### config.mk
export PLATFORM = sky130hd
export DESIGN_NAME = ibex_multdiv_issue
export DESIGN_NICKNAME = d
export VERILOG_FILES = /design/src/rtl/ibex_pkg.sv /design/src/rtl/ibex_multdiv_issue.sv
export SDC_FILE = /design/constraint.sdc
export NUM_CORES = 1
export LEC_CHECK = 0
export ABC_AREA = 1
export BUFFER_PORTS_ARGS = -buffer_cell sky130_fd_sc_hd__buf_2
export CAP_MARGIN = 20
export CORE_AREA = 2 2 130 132
export DETAILED_ROUTE_END_ITERATION = 12
export DIE_AREA = 0 0 132 134
export GPL_ROUTABILITY_DRIVEN = 0
export PLACE_DENSITY = 0.53
export SLEW_MARGIN = 20
export SYNTH_ARGS = -nofsm -noshare
export SYNTH_HDL_FRONTEND = slang
export SYNTH_SLANG_ARGS = --single-unit
### constraint.sdc
create_clock -name clk_i -period 1.8 [get_ports clk_i]
set_input_delay 0.18 -clock clk_i [delete_from_list [all_inputs] [get_ports clk_i]]
set_output_delay 0.18 -clock clk_i [all_outputs]
set_load 0.005 [all_outputs]
### src/rtl/ibex_pkg.sv
// ibex_pkg: shared types for the multdiv issue sequencer.
//   md_op_e     - multiply/divide operator encoding understood by the multdiv datapath
//   issue_fsm_e - sequencer states: idle, operation in flight, draining a killed op, result held
package ibex_pkg;

    typedef enum logic [1:0] {
        MD_OP_MULL,
        MD_OP_MULH,
        MD_OP_DIV,
        MD_OP_REM
    } md_op_e;

    typedef enum logic [1:0] {
        ISS_IDLE,
        ISS_BUSY,
        ISS_DRAIN,
        ISS_RESP
    } issue_fsm_e;

endpackage

### src/rtl/ibex_multdiv_issue.sv
// ibex_multdiv_issue: issues one multiply/divide at a time to the multdiv datapath and returns its result.
//   req_*          - decoded request in (valid/ready), latched on accept
//   flush_i        - kills the current operation; an in-flight op is drained, not abandoned
//   md_*           - enables, operator, signed mode and operands to multdiv, held for the whole op
//   md_valid_i/md_result_i - completion from multdiv; result captured on the valid cycle
//   rsp_*          - registered result and tag out (valid/ready)
//   err_o          - one-cycle pulse when the responder exceeds TimeoutCycles in BUSY/DRAIN
module ibex_multdiv_issue
    import ibex_pkg::*;
#(
    parameter int unsigned TagW          = 5,
    parameter int unsigned TimeoutCycles = 63
) (
    input  logic            clk_i,
    input  logic            rst_ni,
    input  logic            req_valid_i,
    output logic            req_ready_o,
    input  md_op_e          req_op_i,
    input  logic [1:0]      req_signed_i,
    input  logic [31:0]     req_a_i,
    input  logic [31:0]     req_b_i,
    input  logic [TagW-1:0] req_tag_i,
    input  logic            flush_i,
    output logic            md_mult_en_o,
    output logic            md_div_en_o,
    output md_op_e          md_operator_o,
    output logic [1:0]      md_signed_mode_o,
    output logic [31:0]     md_op_a_o,
    output logic [31:0]     md_op_b_o,
    input  logic            md_valid_i,
    input  logic [31:0]     md_result_i,
    output logic            rsp_valid_o,
    input  logic            rsp_ready_i,
    output logic [31:0]     rsp_result_o,
    output logic [TagW-1:0] rsp_tag_o,
    output logic            err_o
);

    localparam int unsigned CntW = $clog2(TimeoutCycles + 1);

    issue_fsm_e      state_q;
    md_op_e          op_q;
    logic [1:0]      signed_q;
    logic [31:0]     a_q, b_q, result_q;
    logic [TagW-1:0] tag_q;
    logic [CntW-1:0] cnt_q;
    logic            err_q;
    logic            active, accept, timeout, is_mul;

    // Enables must stay high through DRAIN so the responder's FSMs run to completion.
    assign active  = state_q == ISS_BUSY || state_q == ISS_DRAIN;
    assign is_mul  = op_q == MD_OP_MULL || op_q == MD_OP_MULH;
    assign req_ready_o = !flush_i && (state_q == ISS_IDLE || (state_q == ISS_RESP && rsp_ready_i));
    assign accept  = req_valid_i && req_ready_o;
    // The counter reads TimeoutCycles-1 on the TimeoutCycles-th BUSY/DRAIN cycle.
    assign timeout = active && cnt_q == CntW'(TimeoutCycles - 1);

    assign md_mult_en_o     = active && is_mul;
    assign md_div_en_o      = active && !is_mul;
    assign md_operator_o    = op_q;
    assign md_signed_mode_o = signed_q;
    assign md_op_a_o        = a_q;
    assign md_op_b_o        = b_q;
    assign rsp_valid_o      = state_q == ISS_RESP && !flush_i;
    assign rsp_result_o     = result_q;
    assign rsp_tag_o        = tag_q;
    assign err_o            = err_q;

    always_ff @(posedge clk_i or negedge rst_ni) begin
        if (!rst_ni) begin
            state_q  <= ISS_IDLE;
            op_q     <= MD_OP_MULL;
            signed_q <= '0;
            a_q      <= '0;
            b_q      <= '0;
            tag_q    <= '0;
            result_q <= '0;
            cnt_q    <= '0;
            err_q    <= 1'b0;
        end else begin
            err_q <= 1'b0;
            if (accept) begin
                op_q     <= req_op_i;
                signed_q <= req_signed_i;
                a_q      <= req_a_i;
                b_q      <= req_b_i;
                tag_q    <= req_tag_i;
                cnt_q    <= '0;
            end else if (active) begin
                cnt_q <= (cnt_q == '1) ? cnt_q : cnt_q + 1'b1;
            end
            case (state_q)
                ISS_IDLE: if (accept) state_q <= ISS_BUSY;
                ISS_BUSY: begin
                    if (timeout) begin
                        state_q <= ISS_IDLE;
                        err_q   <= 1'b1;
                    end else if (md_valid_i && flush_i) begin
                        state_q <= ISS_IDLE;
                    end else if (md_valid_i) begin
                        result_q <= md_result_i;
                        state_q  <= ISS_RESP;
                    end else if (flush_i) begin
                        state_q <= ISS_DRAIN;
                    end
                end
                ISS_DRAIN: begin
                    if (timeout) begin
                        state_q <= ISS_IDLE;
                        err_q   <= 1'b1;
                    end else if (md_valid_i) begin
                        state_q <= ISS_IDLE;
                    end
                end
                ISS_RESP: begin
                    if (flush_i) state_q <= ISS_IDLE;
                    else if (rsp_ready_i) state_q <= accept ? ISS_BUSY : ISS_IDLE;
                end
                default: state_q <= ISS_IDLE;
            endcase
        end
    end

    // A completion with nothing in flight means the responder and sequencer disagree.
    a_valid_in_flight: assert property (@(posedge clk_i) disable iff (!rst_ni)
        md_valid_i |-> active);

endmodule

Yosys cells after proc, flatten, opt, wreduce, memory -nomap -nowiden
Cells that the tools add are included.

word-level totals
  bits in registers = 114
  input bits = 111
  output and inout bits = 110
  word-level logic and storage cells = 59

operators by class
  $add $sub $neg = 1
  eq/ne operators = 11
  muxes and demuxes = 16
  bitwise operators = 2
  reduce and logical (&&, ||, !) cells = 20

operator list
  kind                                                   count
  2-to-1 mux 2 bit                                       9
  2-to-1 mux 6 bit                                       3
  == test 6 bit, second input constant                   2
  logical AND 1 bit                                      8
  one-hot mux 2 bit (4 select lines)                     1
  AND reduction 4 bit                                    2
  adder 6 x 1 -> 6 bit, second input constant            1
  inequality test 3 bit, second input constant           2
  inequality test 5 x 4 -> 1 bit, second input constant  1
  == test 2 x 1 -> 1 bit, second input constant          2
  == test 2 bit, second input constant                   2
  zero test 2 bit                                        2
  inequality test 2 bit, second input constant           2
  logical OR 1 bit                                       3
  2-to-1 mux 1 bit                                       3
  zero test 1 bit                                        2
  inverter 1 bit                                         2
  AND reduction 2 bit                                    1
  nonzero test 2 bit                                     1
  OR reduction 2 bit                                     1

Longest topological paths before layout
  word-level depth = 9
  gate-level depth with buffers = 10
  depth with buffers taken out = 9

Worst setup path after synthesis
No wires, ideal clock.

  path type = flip-flop to flip-flop
  start = reg state_q[0]
  end = reg result_q[10], in the netlist rsp_result_o[10]
  library setup time = 116 ps
  arrival time = 1336 ps
  data required time = 1684 ps
  path slack = 348 ps
  stages on the path, launching flop included = 9
  buffers on the path = 1
  clock period less this slack = 1452 ps
  cell sequence = dfrtp_1 -> inv_1 -> ha_1 -> inv_2 -> nor2_2 -> nand2_2 -> buf_2 -> nand3_1 -> nand2_1

on the way
  longest elaborated chain between the ends = 5
  elaborated cells between the ends (all ways) = 6
  those cells by class = eq/ne (2); bitwise (1); reduce/logical (3)

ends and longest elaborated chain
  item                                                     line                                                text
  start, declared                                          ibex_multdiv_issue.sv:41                            issue_fsm_e state_q;
  start signal, assigned                                   ibex_multdiv_issue.sv:117                           else if (rsp_ready_i) state_q <= accept ? ISS_BUSY : ISS_IDLE;
  == test 2 x 1 -> 1 bit or == test 2 bit (tied branches)  ibex_multdiv_issue.sv:51, ibex_multdiv_issue.sv:92
  logical OR 1 bit                                         ibex_multdiv_issue.sv:51                            assign active = state_q == ISS_BUSY || state_q == ISS_DRAIN;
  logical AND 1 bit                                        ibex_multdiv_issue.sv:56                            assign timeout = active && cnt_q == CntW'(TimeoutCycles - 1);
  inverter 1 bit (no source line)                          -
  AND reduction 4 bit (no source line) *                   -
  end signal, assigned                                     ibex_multdiv_issue.sv:101                           result_q <= md_result_i;
  end, declared                                            ibex_multdiv_issue.sv:44                            logic [31:0] a_q, b_q, result_q;

Mark *: on every way between the ends. The rest lies on a longest branch, timed or not.
A chain may end at the register's enable or synchronous reset.

Final worst setup path
  start = reg state_q[0]
  end = out md_mult_en_o

on the way
  longest elaborated chain between the ends = 3
  elaborated cells between the ends (all ways) = 4
  those cells by class = eq/ne (2); reduce/logical (2)

ends and longest elaborated chain
  item                                                     line                      text
  == test 2 x 1 -> 1 bit or == test 2 bit (tied branches)  ibex_multdiv_issue.sv:51
  logical OR 1 bit *                                       ibex_multdiv_issue.sv:51
  logical AND 1 bit *                                      ibex_multdiv_issue.sv:58  assign md_mult_en_o = active && is_mul;
  end, declared                                            ibex_multdiv_issue.sv:24  output logic md_mult_en_o,

Marks and branches as above.

==> impl_metrics.py <==
metrics = {
    "critical_path": {
        "regToRegEndpoint": "cnt_q[3]$_DFFE_PN0P_",
        "cp-start-kind": "flop",
        "rr_startpoint": "state_q[0]$_DFFE_PN0P_",
        "crit_path_end_kind": "output port",
        "cp_cell_instances": "inv_1 > ha_4 > inv_2 > nor2_1 > buf_2",
        "worst-endpoint-arrival_ns": 1.49,
        "worst-endpoint-required_ns": 1.62,
        "timing.critical_path.depth": 5,
        "worst_setup_path_endpoint": "md_mult_en_o",
        "critical-path-top-delay-family": "flip-flops",
        "worst-r2r-cell-count": 10,
        "ff2ff_setup_slack_ns": 0.15,
        "cp-startpoint": "state_q[0]$_DFFE_PN0P_",
        "critical_path_buf_inv_count": 3,
        "worstSetupPathType": "reg -> out",
        "critical_path.max_stage_delay_ns": 0.39,
        "timing.critical_path.fanout_max": 4,
        "critical-path-slowest-cell": "sky130_fd_sc_hd__dfrtp_1",
    },
    "cells_and_area": {
        "area.growth.synth_to_final_pct": 61.49,
        "mostFrequentLayoutCells": "308 x sky130_fd_sc_hd__nand2_1, 219 x sky130_fd_sc_hd__buf_2, 114 x sky130_fd_sc_hd__dfrtp_1",
        "fillers": 1567,
        "fin_util_pct": 47.35,
        "antennaDiodeCount": 0,
        "post_route_cells_drive_above_1_share_pct": 31.36,
        "post-route-cell-area_mm2": 0.007712,
        "final_nets": 989,
        "mostFrequentLayoutCell": "sky130_fd_sc_hd__nand2_1",
    },
    "pwr": {
        "switching_share_pct": 31.75,
        "clock_power_share_pct": 29.9,
        "peakVddDrop_v": 0.0007712,
        "power_density_mw_per_mm2": 1532,
        "power_frac_comb_pct": 32.3,
        "share_seq_of_total_power_pct": 37.8,
        "switching_power_mw": 3.751,
        "leakagePower_nw": 4.316,
        "cellInternalPower_mw": 8.062,
    },
    "floorplan": {
        "ios": 221,
        "start_util_pct": 29.32,
        "fp.coreArea_mm2": 0.01629,
        "num_rows": 47,
        "fp.dieArea_mm2": 0.01769,
        "floorplan.die.height_um": 134,
        "width_of_the_chip_um": 132,
    },
    "cts": {
        "tritoncts": "done",
        "htree_num_levels": 4,
        "numCtsBuffers": 17,
        "cts_max_path_buffers": 2,
        "clkTransAtPathRegs_ns": 0.05,
        "clkLatencyLatePin_ns": 0.41,
        "cts-root-buf": "sky130_fd_sc_hd__clkbuf_16",
        "cts.sink_count": 114,
        "cts.repair_timing.setup_buffer_count": 0,
    },
    "sta": {
        "period_minus_slack_ns": 1.674,
        "hold_viol": 0,
        "fmaxAchievable_ghz": 0.5975,
        "rsz0062_at_grt": "no",
        "slew-limit-headroom_pct": 74.48,
        "final-setup-viol-count": 0,
        "clock_skew_ns": 0.009106,
        "worst_slew_pin_slew_ns": 0.3828,
        "setup_tns_ns": 0,
        "final.period_utilization_pct": 92.98,
        "maxSlewViolCount": 0,
    },
    "global_routing": {
        "largest_net_degree_at_the_start_of_global_routing": 76,
        "grt_pass1_vias": 4580,
        "grt_overflow": 0,
        "gr-usage-all-layers_pct": 15.71,
        "antenna_found_initial": 0,
        "global_route_wire_length_before_repair_mm": 22.36,
    },
    "worst_hold_path": {
        "hold_path_class": "in -> reg",
    },
    "route": {
        "route.final.wire_length_mm": 13.75,
        "detailed_route_vias_per_instance": 4.188,
        "drc_errors": 0,
        "antenna_violating_nets_post_route": 0,
        "dr_total_vias": 4607,
        "wire_per_inst_um": 12.50,
        "detailedRoute.firstIterationViolations": 201,
        "dr.pass1.iters": 4,
    },
    "synthesis": {
        "yosysWarnings": 0,
        "syn_nets": 668,
        "ys_seq_elements": 114,
        "post-synth-top-area-cell": "sky130_fd_sc_hd__dfrtp_1",
        "seq_total_area_yosys_pct": 59.73,
        "ys_types": 20,
        "yosys-top-cells-area": "sky130_fd_sc_hd__dfrtp_1 60%, sky130_fd_sc_hd__nand2_1 24%, sky130_fd_sc_hd__nand3_1 4.7%",
        "synth_cells": 550,
        "post_synth.cell_area_avg_um2": 8.683,
        "synthDominantCellAreaShare_pct": 59.73,
        "synthesis.area_mm2": 0.004776,
    },
    "place": {
        "postPlaceCellArea_mm2": 0.006133,
        "portBuffers": 220,
        "hpwl_detailed_mm": 8.729,
    },
    "flow_run": {
        "drv.max_cap_violation_count": 0,
    },
    "run_status": {
        "status": "complete, no violations",
    },
}
## per-layer routing
metal | share of wire [%] | vias to the layer above | global-route usage (%)
met5 | 0 | - | 0
met4 | 2.2 | 0 | 6.824
met3 | 5.3 | 23 | 4.271
met2 | 45 | 167 | 25.03
met1 | 47 | 2080 | 20.14
li1 | - | 2337 | -
## registers in the layout, summed over array words and instances (netlist names)
signal            count
md_op_a_o            32
rsp_result_o         32
md_signed_mode_o      2
err_o                 1
state_q               2
md_operator_o         2
cnt_q                 6
rsp_tag_o             5
md_op_b_o            32
## synth_stat cells
master,number
sky130_fd_sc_hd__nand3_1,45
sky130_fd_sc_hd__nand2_4,1
sky130_fd_sc_hd__ha_1,7
sky130_fd_sc_hd__buf_6,11
sky130_fd_sc_hd__nor2_1,13
sky130_fd_sc_hd__o21ai_0,5
sky130_fd_sc_hd__buf_2,14
sky130_fd_sc_hd__a21oi_1,1
sky130_fd_sc_hd__dfrtp_1,114
sky130_fd_sc_hd__buf_4,2
sky130_fd_sc_hd__o21ai_2,1
sky130_fd_sc_hd__nor2_2,3
sky130_fd_sc_hd__o211a_1,1
sky130_fd_sc_hd__nand2_1,309
sky130_fd_sc_hd__xor2_1,2
sky130_fd_sc_hd__inv_2,3
sky130_fd_sc_hd__nand2_2,2
sky130_fd_sc_hd__nor2_4,1
sky130_fd_sc_hd__inv_1,13
sky130_fd_sc_hd__nand4_1,2
## cells by family (layout without fill, tap and decap cells)
kind of cell / after synthesis / count (layout) / synth area share, %
XOR/XNOR: 2 / 2 / 0.3668
AO/OA/AOI/OAI: 8 / 8 / 1.022
flip-flops: 114 / 114 / 59.73
AND/OR/NAND/NOR: 376 / 376 / 31.41
adder cells (fa/ha/maj): 7 / 7 / 1.834
buffers and inverters: 43 / 373 / 5.633
## worst min-delay path by stage
| stage | to | start | cells after the start |
|---|---|---|---|
| floorplan | cnt_q[0]$_DFFE_PN0P_ | rst_ni | 0 |
| global placement | rsp_result_o[15]$_DFFE_PN0P_ | rst_ni | 1 |
| detailed placement | rsp_result_o[19]$_DFFE_PN0P_ | rst_ni | 1 |
| CTS | rsp_result_o[27]$_DFFE_PN0P_ | md_result_i[27] | 3 |
| global route | rsp_result_o[1]$_DFFE_PN0P_ | md_result_i[1] | 3 |
| finish | rsp_result_o[1]$_DFFE_PN0P_ | md_result_i[1] | 3 |
## per-stage QoR
| stage | setup slack (ns) | hold slack, ns | power [mW] | cells |
|---|---|---|---|---|
| after global placement | 0.09337 | 0.1301 | 8.103 | 978 |
| after floorplan | 0.3476 | -0.1156 | 6.304 | 550 |
| after CTS | 0.0007392 | 0.002769 | 11.94 | 1100 |
| after global routing | 0.005143 | 0.01252 | 12.72 | 1100 |
| after detailed placement | 0.05611 | 0.1317 | 8.133 | 978 |
| final | 0.1264 | 0.01522 | 11.81 | 1100 |
## area by class of cell
| type | count | area, um^2 | share of cell area [%] |
|---|---|---|---|
| Inverter | 16 | 60.06 | 0.7787 |
| Clock inverter | 5 | 125.1 | 1.622 |
| Timing Repair Buffer | 329 | 2220 | 28.78 |
| Multi-Input combinational cell | 393 | 1682 | 21.80 |
| Sequential cell | 114 | 2853 | 36.99 |
| Tap cell | 220 | 275.3 | 3.569 |
| Clock buffer | 23 | 498.0 | 6.457 |
## worst register-to-register path, cell delays in order (launching register included)
cell                      delay, ns
sky130_fd_sc_hd__dfrtp_1       0.41
sky130_fd_sc_hd__inv_1         0.15
sky130_fd_sc_hd__ha_4          0.15
sky130_fd_sc_hd__inv_1         0.05
sky130_fd_sc_hd__nand2_2       0.10
sky130_fd_sc_hd__nand3_4       0.10
sky130_fd_sc_hd__inv_2         0.20
sky130_fd_sc_hd__buf_12        0.22
sky130_fd_sc_hd__nor2_1        0.07
sky130_fd_sc_hd__nand2_1       0.05
sky130_fd_sc_hd__nand2_1       0.04
## power groups by stage
stage / sequential, mW / clock, mW / combinational (mW)
floorplan: 4.54 / 0 / 1.77
finish: 4.46 / 3.53 / 3.82
detailed placement: 4.46 / 0 / 3.68
global route: 4.61 / 3.76 / 4.34
global placement: 4.47 / 0 / 3.63
CTS: 4.46 / 3.66 / 3.83
## repair_timing
item / in CTS / in global routing
hold buffers: 94 / 0
hold endpoints to repair: 113 / 0
gates resized for setup: 1 / 2
pin swaps: 0 / 0
endpoints found under the setup margin: 1 / 26
(Power assumes the default switching activity.)
